<file path="src/rtl/bresenham_line_drawer_pkg.sv">
// Shared types for the line drawer and its neighbours in the raster pipeline:
// point/triangle structs, coordinate width and the line-drawer state encoding.
package bresenham_line_drawer_pkg;

    localparam int COORD_W = 10;

    typedef struct packed {
        logic [COORD_W-1:0] x;
        logic [COORD_W-1:0] y;
    } Point2D;

    typedef struct packed {
        Point2D a;
        Point2D b;
        Point2D c;
    } Triangle2D;

    typedef enum logic [1:0] {
        ST_IDLE  = 2'd0,
        ST_SETUP = 2'd1,
        ST_PLOT  = 2'd2,
        ST_DONE  = 2'd3
    } line_state_t;

endpackage

</file>
<file path="src/rtl/bresenham_line_drawer_step.sv">
// One Bresenham step: from the current point and error term, produce the
// next point and error. Purely combinational so it can be checked on its own.
module bresenham_step
    import bresenham_line_drawer_pkg::*;
(
    input  logic [COORD_W-1:0]        x,
    input  logic [COORD_W-1:0]        y,
    input  logic signed [COORD_W+1:0] err,
    input  logic                      sx_neg,
    input  logic                      sy_neg,
    input  logic signed [COORD_W:0]   dx,
    input  logic signed [COORD_W:0]   dy,
    output logic [COORD_W-1:0]        x_next,
    output logic [COORD_W-1:0]        y_next,
    output logic signed [COORD_W+1:0] err_next
);

    logic signed [COORD_W+2:0] e2;
    logic signed [COORD_W+2:0] dx_e2w;
    logic signed [COORD_W+2:0] dy_e2w;
    logic signed [COORD_W+1:0] dx_ew;
    logic signed [COORD_W+1:0] dy_ew;
    logic                      step_x;
    logic                      step_y;

    // Both axis decisions look at the pre-update error; the two corrections add together.
    always_comb begin
        e2       = signed'({err[COORD_W+1], err}) <<< 1;
        dx_e2w   = signed'({{2{dx[COORD_W]}}, dx});
        dy_e2w   = signed'({{2{dy[COORD_W]}}, dy});
        dx_ew    = signed'({dx[COORD_W], dx});
        dy_ew    = signed'({dy[COORD_W], dy});
        step_x   = (e2 >= dy_e2w);
        step_y   = (e2 <= dx_e2w);
        err_next = err;
        x_next   = x;
        y_next   = y;
        if (step_x) begin
            err_next = err_next + dy_ew;
            x_next   = sx_neg ? (x - 1'b1) : (x + 1'b1);
        end
        if (step_y) begin
            err_next = err_next + dx_ew;
            y_next   = sy_neg ? (y - 1'b1) : (y + 1'b1);
        end
    end

endmodule

</file>
<file path="src/rtl/bresenham_line_drawer.sv">
// Bresenham line drawer: walks p->q one point per accepted pixel handshake.
// pixel_valid/pixel_ready: a pixel transfers on any cycle where both are high;
// while valid is high and ready is low, pixel and all internal state hold.
// Optional build macro BRESENHAM_CLIP_EN: points outside FB_WIDTH x FB_HEIGHT
// are stepped through silently (valid low, one point per cycle).
module bresenham_line_drawer
    import bresenham_line_drawer_pkg::*;
#(
    parameter int FB_WIDTH  = 640,
    parameter int FB_HEIGHT = 480
) (
    input  logic        clk,
    input  logic        rst,
    input  logic        start,
    input  Point2D      p,
    input  Point2D      q,
    input  logic        pixel_ready,
    output logic        pixel_valid,
    output Point2D      pixel,
    output logic        busy,
    output logic        done,
    output line_state_t state_dbg
);

    line_state_t               state;
    line_state_t               state_next;
    Point2D                    cur;
    Point2D                    q_r;
    logic signed [COORD_W:0]   dx_r;
    logic signed [COORD_W:0]   dy_r;
    logic signed [COORD_W+1:0] err_r;
    logic                      sx_neg_r;
    logic                      sy_neg_r;

    logic [COORD_W-1:0]        x_next;
    logic [COORD_W-1:0]        y_next;
    logic signed [COORD_W+1:0] err_next;
    logic signed [COORD_W:0]   diff_x;
    logic signed [COORD_W:0]   diff_y;
    logic signed [COORD_W:0]   abs_dx;
    logic signed [COORD_W:0]   abs_dy;
    logic                      visible;
    logic                      advance;
    logic                      at_end;

    // Reject framebuffer sizes that the coordinate width cannot address.
    if (FB_WIDTH < 1 || FB_WIDTH > (1 << COORD_W) ||
        FB_HEIGHT < 1 || FB_HEIGHT > (1 << COORD_W)) begin : g_bad_fb_dims
        $error("bresenham_line_drawer: framebuffer size out of coordinate range");
    end

    bresenham_step u_step (
        .x        (cur.x),
        .y        (cur.y),
        .err      (err_r),
        .sx_neg   (sx_neg_r),
        .sy_neg   (sy_neg_r),
        .dx       (dx_r),
        .dy       (dy_r),
        .x_next   (x_next),
        .y_next   (y_next),
        .err_next (err_next)
    );

    // Setup arithmetic and the visibility/advance decision for the current point.
    always_comb begin
        diff_x = signed'({1'b0, q_r.x}) - signed'({1'b0, cur.x});
        diff_y = signed'({1'b0, q_r.y}) - signed'({1'b0, cur.y});
        abs_dx = diff_x[COORD_W] ? -diff_x : diff_x;
        abs_dy = diff_y[COORD_W] ? -diff_y : diff_y;
        at_end = (cur == q_r);
`ifdef BRESENHAM_CLIP_EN
        visible = (int'(cur.x) < FB_WIDTH) && (int'(cur.y) < FB_HEIGHT);
        advance = visible ? pixel_ready : 1'b1;
`else
        visible = 1'b1;
        advance = pixel_ready;
`endif
    end

    // State register.
    always_ff @(posedge clk or posedge rst) begin
        if (rst) begin
            state <= ST_IDLE;
        end else begin
            state <= state_next;
        end
    end

    // Next-state logic and handshake/status outputs.
    always_comb begin
        state_next  = state;
        pixel_valid = 1'b0;
        busy        = 1'b1;
        done        = 1'b0;
        case (state)
            ST_IDLE: begin
                busy = 1'b0;
                if (start) state_next = ST_SETUP;
            end
            ST_SETUP: begin
                state_next = ST_PLOT;
            end
            ST_PLOT: begin
                pixel_valid = visible;
                if (advance && at_end) state_next = ST_DONE;
            end
            ST_DONE: begin
                done       = 1'b1;
                state_next = ST_IDLE;
            end
            default: begin
                state_next = ST_IDLE;
            end
        endcase
    end

    // Datapath: latch endpoints, derive step terms, walk the line.
    always_ff @(posedge clk or posedge rst) begin
        if (rst) begin
            cur      <= '0;
            q_r      <= '0;
            dx_r     <= '0;
            dy_r     <= '0;
            err_r    <= '0;
            sx_neg_r <= 1'b0;
            sy_neg_r <= 1'b0;
        end else begin
            case (state)
                ST_IDLE: begin
                    if (start) begin
                        cur <= p;
                        q_r <= q;
                    end
                end
                ST_SETUP: begin
                    sx_neg_r <= (q_r.x < cur.x);
                    sy_neg_r <= (q_r.y < cur.y);
                    dx_r     <= abs_dx;
                    dy_r     <= -abs_dy;
                    err_r    <= signed'({abs_dx[COORD_W], abs_dx})
                              - signed'({abs_dy[COORD_W], abs_dy});
                end
                ST_PLOT: begin
                    if (advance && !at_end) begin
                        cur.x <= x_next;
                        cur.y <= y_next;
                        err_r <= err_next;
                    end
                end
                default: begin
                end
            endcase
        end
    end

    assign pixel     = cur;
    assign state_dbg = state;

endmodule

</file>
<file path="config.mk">
export PLATFORM = sky130hd
export DESIGN_NAME = bresenham_line_drawer
export DESIGN_NICKNAME = d
export VERILOG_FILES = /design/src/rtl/bresenham_line_drawer_pkg.sv /design/src/rtl/bresenham_line_drawer_step.sv /design/src/rtl/bresenham_line_drawer.sv
export SDC_FILE = /design/constraint.sdc
export NUM_CORES = 1
export LEC_CHECK = 0
export ABC_CLOCK_PERIOD_IN_PS = 12000
export CAP_MARGIN = 25
export CORE_UTILIZATION = 30
export DETAILED_ROUTE_END_ITERATION = 8
export PLACE_DENSITY = 0.55
export SYNTH_ARGS = -nofsm -noshare
export SYNTH_HDL_FRONTEND = slang
export SYNTH_SLANG_ARGS = --single-unit
</file>
<file path="constraint.sdc">
create_clock -name clk -period 12 [get_ports clk]
set_input_delay 3.6 -clock clk [delete_from_list [all_inputs] [get_ports clk]]
set_output_delay 3.6 -clock clk [all_outputs]
set_load 0.05 [all_outputs]
</file>
==> flow_summary.yaml <==
sta:
  grt_setup_unrepaired: "false"
  fmax_ghz: 0.162
  max_slew_margin: 0.355
  finalSetupViolations: 0
  timing.final.max_slew_violations: 0
  timing_worst_slew_pin_value_ns: 0.965
  hold_viol_final: 0
  layout_worst_path_cycle_share: 0.516
  final_tns_setup_ns: 0
  finalHoldWorstSlack_ns: 0.514
  fin_worst_skew_ns: 0.0107
  period_minus_slack_ns: 6.19
synthesis:
  postSynth.topFlopCell: "sky130_fd_sc_hd__dfrtp_1"
  yosysTopAreaCellShare: 0.249
  synthesized_area_divided_by_synthesized_cell_count_sq_um: 8.51
  synth_cell_type_count: 74
  ys_seq_area_frac: 0.249
  yosysTopAreaCell: "sky130_fd_sc_hd__dfrtp_1"
  postSynth.asyncResetShare: 1.00
  netlist_instances: 920
  netlist_top_cells_area: "sky130_fd_sc_hd__dfrtp_1, sky130_fd_sc_hd__ha_1, sky130_fd_sc_hd__a21oi_1"
  syn-num-nets: 1072
  synth_area_sq_um: 7830
  synth_edf_count: 0
  yosys_warnings: 0
  ys_ff_latch: 78
worst_setup_path:
  critical_path.n_buffers_inverters: 2
  worstSetupEndpointType: "output port"
  critPathSlowestCell: "sky130_fd_sc_hd__clkdlybuf4s50_1"
  timing.critical_path.slowest_cell_delay_ns: 0.95
  critPathTopFamily: "buffers and inverters"
  startpoint_type: "flip-flop"
  crit_path_cells: "inv_1 -> ha_2 -> clkdlybuf4s50_1"
  worst_r2r_startpoint: "err_r[6]$_DFFE_PP0P_"
  critical_path_required_ns: 8.40
  critPathKind: "flip-flop to output port"
  timing.critical_path.arrival_ns: 2.59
  path_max_fanout: 36
  setup.worst_path.start: "state_dbg[0]$_DFFE_PP0P_"
routing:
  wirelength_mm: 20.1
  via_count: 6594
  drtIter0Drc: 267
  drcViolationCount: 0
  dr.pass1.iters: 5
  detail-route-antenna-nets: 0
  route.detailed.vias_per_inst: 5.04
  post_drt_wl_per_cell_microns: 15.4
clocking:
  path_clk_slew_ns: 0.07
  htreeDepth: 3
  worst_skew_pair.late_latency_ns: 0.35
  clock_tree_from_tritoncts: "done"
  cts_sinks: 78
  clk_root_buffer_cell: "sky130_fd_sc_hd__clkbuf_16"
  clock_path_buffers: 2
  cts_made_buffers: 9
  hold_buffers: 0
  post_cts_resize_count: 0
  cts.repair_timing.setup_buffer_count: 0
finish:
  finish.utilization: 0.360
  layout_filler_cell_count: 2633
  regArea_sq_um: 1950
  most-common-layout-cells: "sky130_fd_sc_hd__ha_1, sky130_fd_sc_hd__a21oi_1, sky130_fd_sc_hd__dfrtp_1"
  area_growth_pct: 16.7
  antenna_cells: 0
  layoutNonFillerInstCount: 1309
  nNetsFinal: 1127
  multi_input_area_sq_um: 5450
  most_frequent_standard_cell_in_the_layout_excluding_fill_and_tap_cells: "sky130_fd_sc_hd__ha_1"
  share_of_final_layout_standard_cells_stronger_than_drive_strength_1: 0.0776
floorplanning:
  die_x_microns: 164
  fp.dieH_microns: 164
  core-area_sq_um: 25400
  floorplan.die_area_sq_um: 26700
  placementRows: 58
  starting_density_of_the_core: 0.308
  number_of_top_level_pins: 69
global_routing:
  grt_pass1_vias: 6473
  grt_pass1_wl_mm: 33.1
  globalRouteOverflowTotal: 0
  track_usage: 0.157
  maximum_number_of_pins_on_one_net_before_global_route_repair: 46
  antenna_found_initial: 0
placement:
  detailed_place_hpwl_mm: 15.8
  dp.cells: 1293
  io_buffer_count: 68
  place_congestion: 0.834
job:
  maxCapViolCount: 0
hold_path:
  min-delay-start: "q_r[6]$_DFFE_PP0P_"
  hold_path_class: "flip-flop to flip-flop"
status:
  result_of_the_run: "complete, no violations"
[Yosys cell counts (4+ instances only)]
master / number
sky130_fd_sc_hd__a211oi_1: 6
sky130_fd_sc_hd__a21boi_0: 4
sky130_fd_sc_hd__a21o_1: 23
sky130_fd_sc_hd__a21oi_1: 89
sky130_fd_sc_hd__a31oi_1: 14
sky130_fd_sc_hd__and2_1: 4
sky130_fd_sc_hd__buf_2: 5
sky130_fd_sc_hd__clkbuf_1: 18
sky130_fd_sc_hd__dfrtp_1: 78
sky130_fd_sc_hd__fa_1: 7
sky130_fd_sc_hd__ha_1: 101
sky130_fd_sc_hd__inv_1: 77
sky130_fd_sc_hd__mux2_2: 33
sky130_fd_sc_hd__mux2i_1: 17
sky130_fd_sc_hd__nand2_1: 61
sky130_fd_sc_hd__nand2b_1: 13
sky130_fd_sc_hd__nand3_1: 10
sky130_fd_sc_hd__nand3b_1: 4
sky130_fd_sc_hd__nand4_1: 6
sky130_fd_sc_hd__nor2_1: 67
sky130_fd_sc_hd__nor2b_1: 13
sky130_fd_sc_hd__nor3_1: 17
sky130_fd_sc_hd__o2111ai_1: 4
sky130_fd_sc_hd__o211ai_1: 7
sky130_fd_sc_hd__o21a_1: 9
sky130_fd_sc_hd__o21ai_0: 71
sky130_fd_sc_hd__o21bai_1: 6
sky130_fd_sc_hd__or2_2: 4
sky130_fd_sc_hd__or3_1: 5
sky130_fd_sc_hd__xnor2_1: 44
sky130_fd_sc_hd__xor2_1: 31
[worst register-to-register path, cell delays in order, from the launching register on]
cell and delay (ns):
sky130_fd_sc_hd__dfrtp_1 0.47, sky130_fd_sc_hd__ha_1 0.23, sky130_fd_sc_hd__or4_1 0.52, sky130_fd_sc_hd__a221o_1 0.27
sky130_fd_sc_hd__a31oi_1 0.22, sky130_fd_sc_hd__o32ai_2 0.11, sky130_fd_sc_hd__buf_4 0.24, sky130_fd_sc_hd__a21oi_1 0.34
sky130_fd_sc_hd__ha_1 0.32, sky130_fd_sc_hd__a211o_1 0.29, sky130_fd_sc_hd__a211oi_1 0.36, sky130_fd_sc_hd__o21ai_0 0.19
sky130_fd_sc_hd__a31oi_1 0.28, sky130_fd_sc_hd__a21oi_1 0.13, sky130_fd_sc_hd__xnor2_1 0.16, sky130_fd_sc_hd__a21oi_1 0.26
sky130_fd_sc_hd__mux2_2 0.37, sky130_fd_sc_hd__o41ai_1 0.25, sky130_fd_sc_hd__o211ai_1 0.13
[per-stage QoR]
stage	cell area, sq um	setup slack (ns)
floorplan	7830	6.40
global placement	8810	6.19
detailed placement	8820	6.16
CTS	9110	5.77
global route	9140	5.68
finish	9140	5.81
[layout make-up]
class / instances / share of cell area
inverter: 77 / 0.0318
sequential: 78 / 0.214
clock buffer: 9 / 0.0247
timing repair buffer: 74 / 0.0816
multi-input combinational: 735 / 0.596
tap: 330 / 0.0452
clock inverter: 6 / 0.00685
[path summary, 6_finish.rpt]
| kind | to | slack (ns) | cells past startpoint |
|---|---|---|---|
| min in group asynchronous | pixel[14]$_DFFE_PP0P_ | 3.61 | 2 |
| max | pixel_valid | 5.81 | 3 |
| min reg2reg | q_r[6]$_DFFE_PP0P_ | 0.51 | 1 |
| max in group asynchronous | dy_r[1]$_DFFE_PP0N_ | 7.34 | 3 |
| max reg2reg | err_r[11]$_DFFE_PP0P_ | 6.74 | 18 |
| min | q_r[6]$_DFFE_PP0P_ | 0.51 | 1 |
[sequential cells by signal, indices dropped and copies added (netlist names)]
register / count
dx_r: 11
sx_neg_r: 1
q_r: 20
dy_r: 11
state_dbg: 2
sy_neg_r: 1
err_r: 12
pixel: 20
[cell families (layout without fill, tap and decap cells)]
| logic type | Yosys count | in the layout | share of synthesized area |
|---|---|---|---|
| xor+xnor | 76 | 76 | 0.0860 |
| compound gates | 267 | 267 | 0.209 |
| fa+ha+maj | 108 | 108 | 0.179 |
| flops | 78 | 78 | 0.249 |
| simple gates | 234 | 234 | 0.151 |
| mux | 50 | 50 | 0.0692 |
| buf+inv | 107 | 166 | 0.0559 |
[per-layer routing]
metal  global-route usage  up-vias  routed length, microns
met2                0.255      119                    9070
met3               0.0196       14                     738
met5                    0        -                       0
met4               0.0358        0                     198
met1                0.219     3086                   10100
li1                     -     3375                       -
Power is not shown: default switching activity piles up to over one toggle a cycle in this logic, so the estimate is an artifact.
==> variant, RTL diff (config.mk and constraints unchanged) <==
Reset style: synchronous (`rst`), changed in 2 clocked blocks.
--- a/src/rtl/bresenham_line_drawer.sv
+++ b/src/rtl/bresenham_line_drawer.sv
@@ -79,7 +79,7 @@
     end
 
     // State register.
-    always_ff @(posedge clk or posedge rst) begin
+    always_ff @(posedge clk) begin
         if (rst) begin
             state <= ST_IDLE;
         end else begin
@@ -116,7 +116,7 @@
     end
 
     // Datapath: latch endpoints, derive step terms, walk the line.
-    always_ff @(posedge clk or posedge rst) begin
+    always_ff @(posedge clk) begin
         if (rst) begin
             cur      <= '0;
             q_r      <= '0;
Behaviour: differs if rst is asserted again (counterexample within 4 cycles, from zero or initial values and one cycle with rst high); with rst held inactive, the same outputs for 4 cycles.
==> variant against the original RTL <==
Register-to-register slack gained 520 ps. Worst setup slack gained 570 ps. Final area is 3.0% lower. Sequential cell count is the same. Synthesized area shrank 2.7%. Wire length is 1.2% higher. Cell count rose by 3.6%. Critical path type unchanged. Largest cell class unchanged.
Power is left out: the tool's default activity adds up to more than one toggle a clock period on the data nets, which glitch-free logic cannot reach.
==> variant: results (changes against the original RTL) <==
- Met1 Use GR: 0.229 (+0.00970)
- Ranking of synthesized cells by area: dfxtp_1 (20%), ha_1 (17%), xnor2_1 (5.3%), a21oi_1 (5.3%), nor2_1 (4.7%)
- Dpl cells: 1340 (+3.6%)
- Outcome: completed
- Hold_sp: q_r[7]
- M1 WL: 10.5 mm (+4.3%)
- Top cells by count, synth: ha_1 (101), nor2_1 (96), nand2_1 (92)
- Metal2 WL: 8.71 mm (-3.9%)
- Via count: 6848 (+3.9%)
- Commonest register cell after synthesis: dfxtp_1
- CP max stage delay: 810 ps (-140 ps)
- Sequential fraction of the synthesis area: 0.205 (-0.0444)
- First-pass GRT wire length: 33.8 mm (+2.1%)
- Reg-to-Reg Start: pixel[0]
- Crit path max fanout: 5 (-86%)
- Largest net degree at the start of global routing: 79 (+72%)
- DRT Wirelength: 20.4 mm (+1.2%)
- Asr flop ratio synth: 0 (-1.00)
- Layout Nets: 1179 (+4.6%)
- Share of cells above drive strength 1: 0.0465 (-0.0311)
- M3 GR Usage: 0.0300 (+0.0105)
- Worst Skew: 10.9 ps (+0.166 ps)
- WHS Path Cells: 2 (+1)
- Mapped Cells: 974 (+5.9%)
- Met2 usage: 0.252 (-0.00285)
- Via density: 5.05 (+0.25%)
- Mapped Nets: 1126 (+5.0%)
## variant: critical path: cells and delay by family (launching register included)
kind	cells	cell delay, ps
fa+ha+maj	1	250
buf+inv	3	1010
flops	1	420
## variant: cell families after synthesis
family	synth area share
and+or+nand+nor	0.177
DFF	0.205
xor gates and xnor gates	0.0871
AOI/OAI and AO/OA	0.233
muxes	0.0514
buffers and inverters	0.0626
adders and majority gates	0.184
## variant: layout make-up
type / count / area (sq um)
Clock buffer: 11 / 233
Clock inverter: 5 / 35.0
Fill cell: 2606 / 15700
Inverter: 80 / 300
Multi-Input combinational cell: 782 / 5590
Sequential cell: 78 / 1560
Tap cell: 324 / 405
Timing Repair Buffer: 76 / 736
## variant: metrics by stage
step                       util  setup slack (ps)  hold WS [ps]
after floorplan               -              7020           434
after global placement    0.349              5500           444
after detailed placement  0.349              6010           453
after CTS                 0.360              6370           462
after global routing      0.360              6150           482
final                     0.360              6380           458
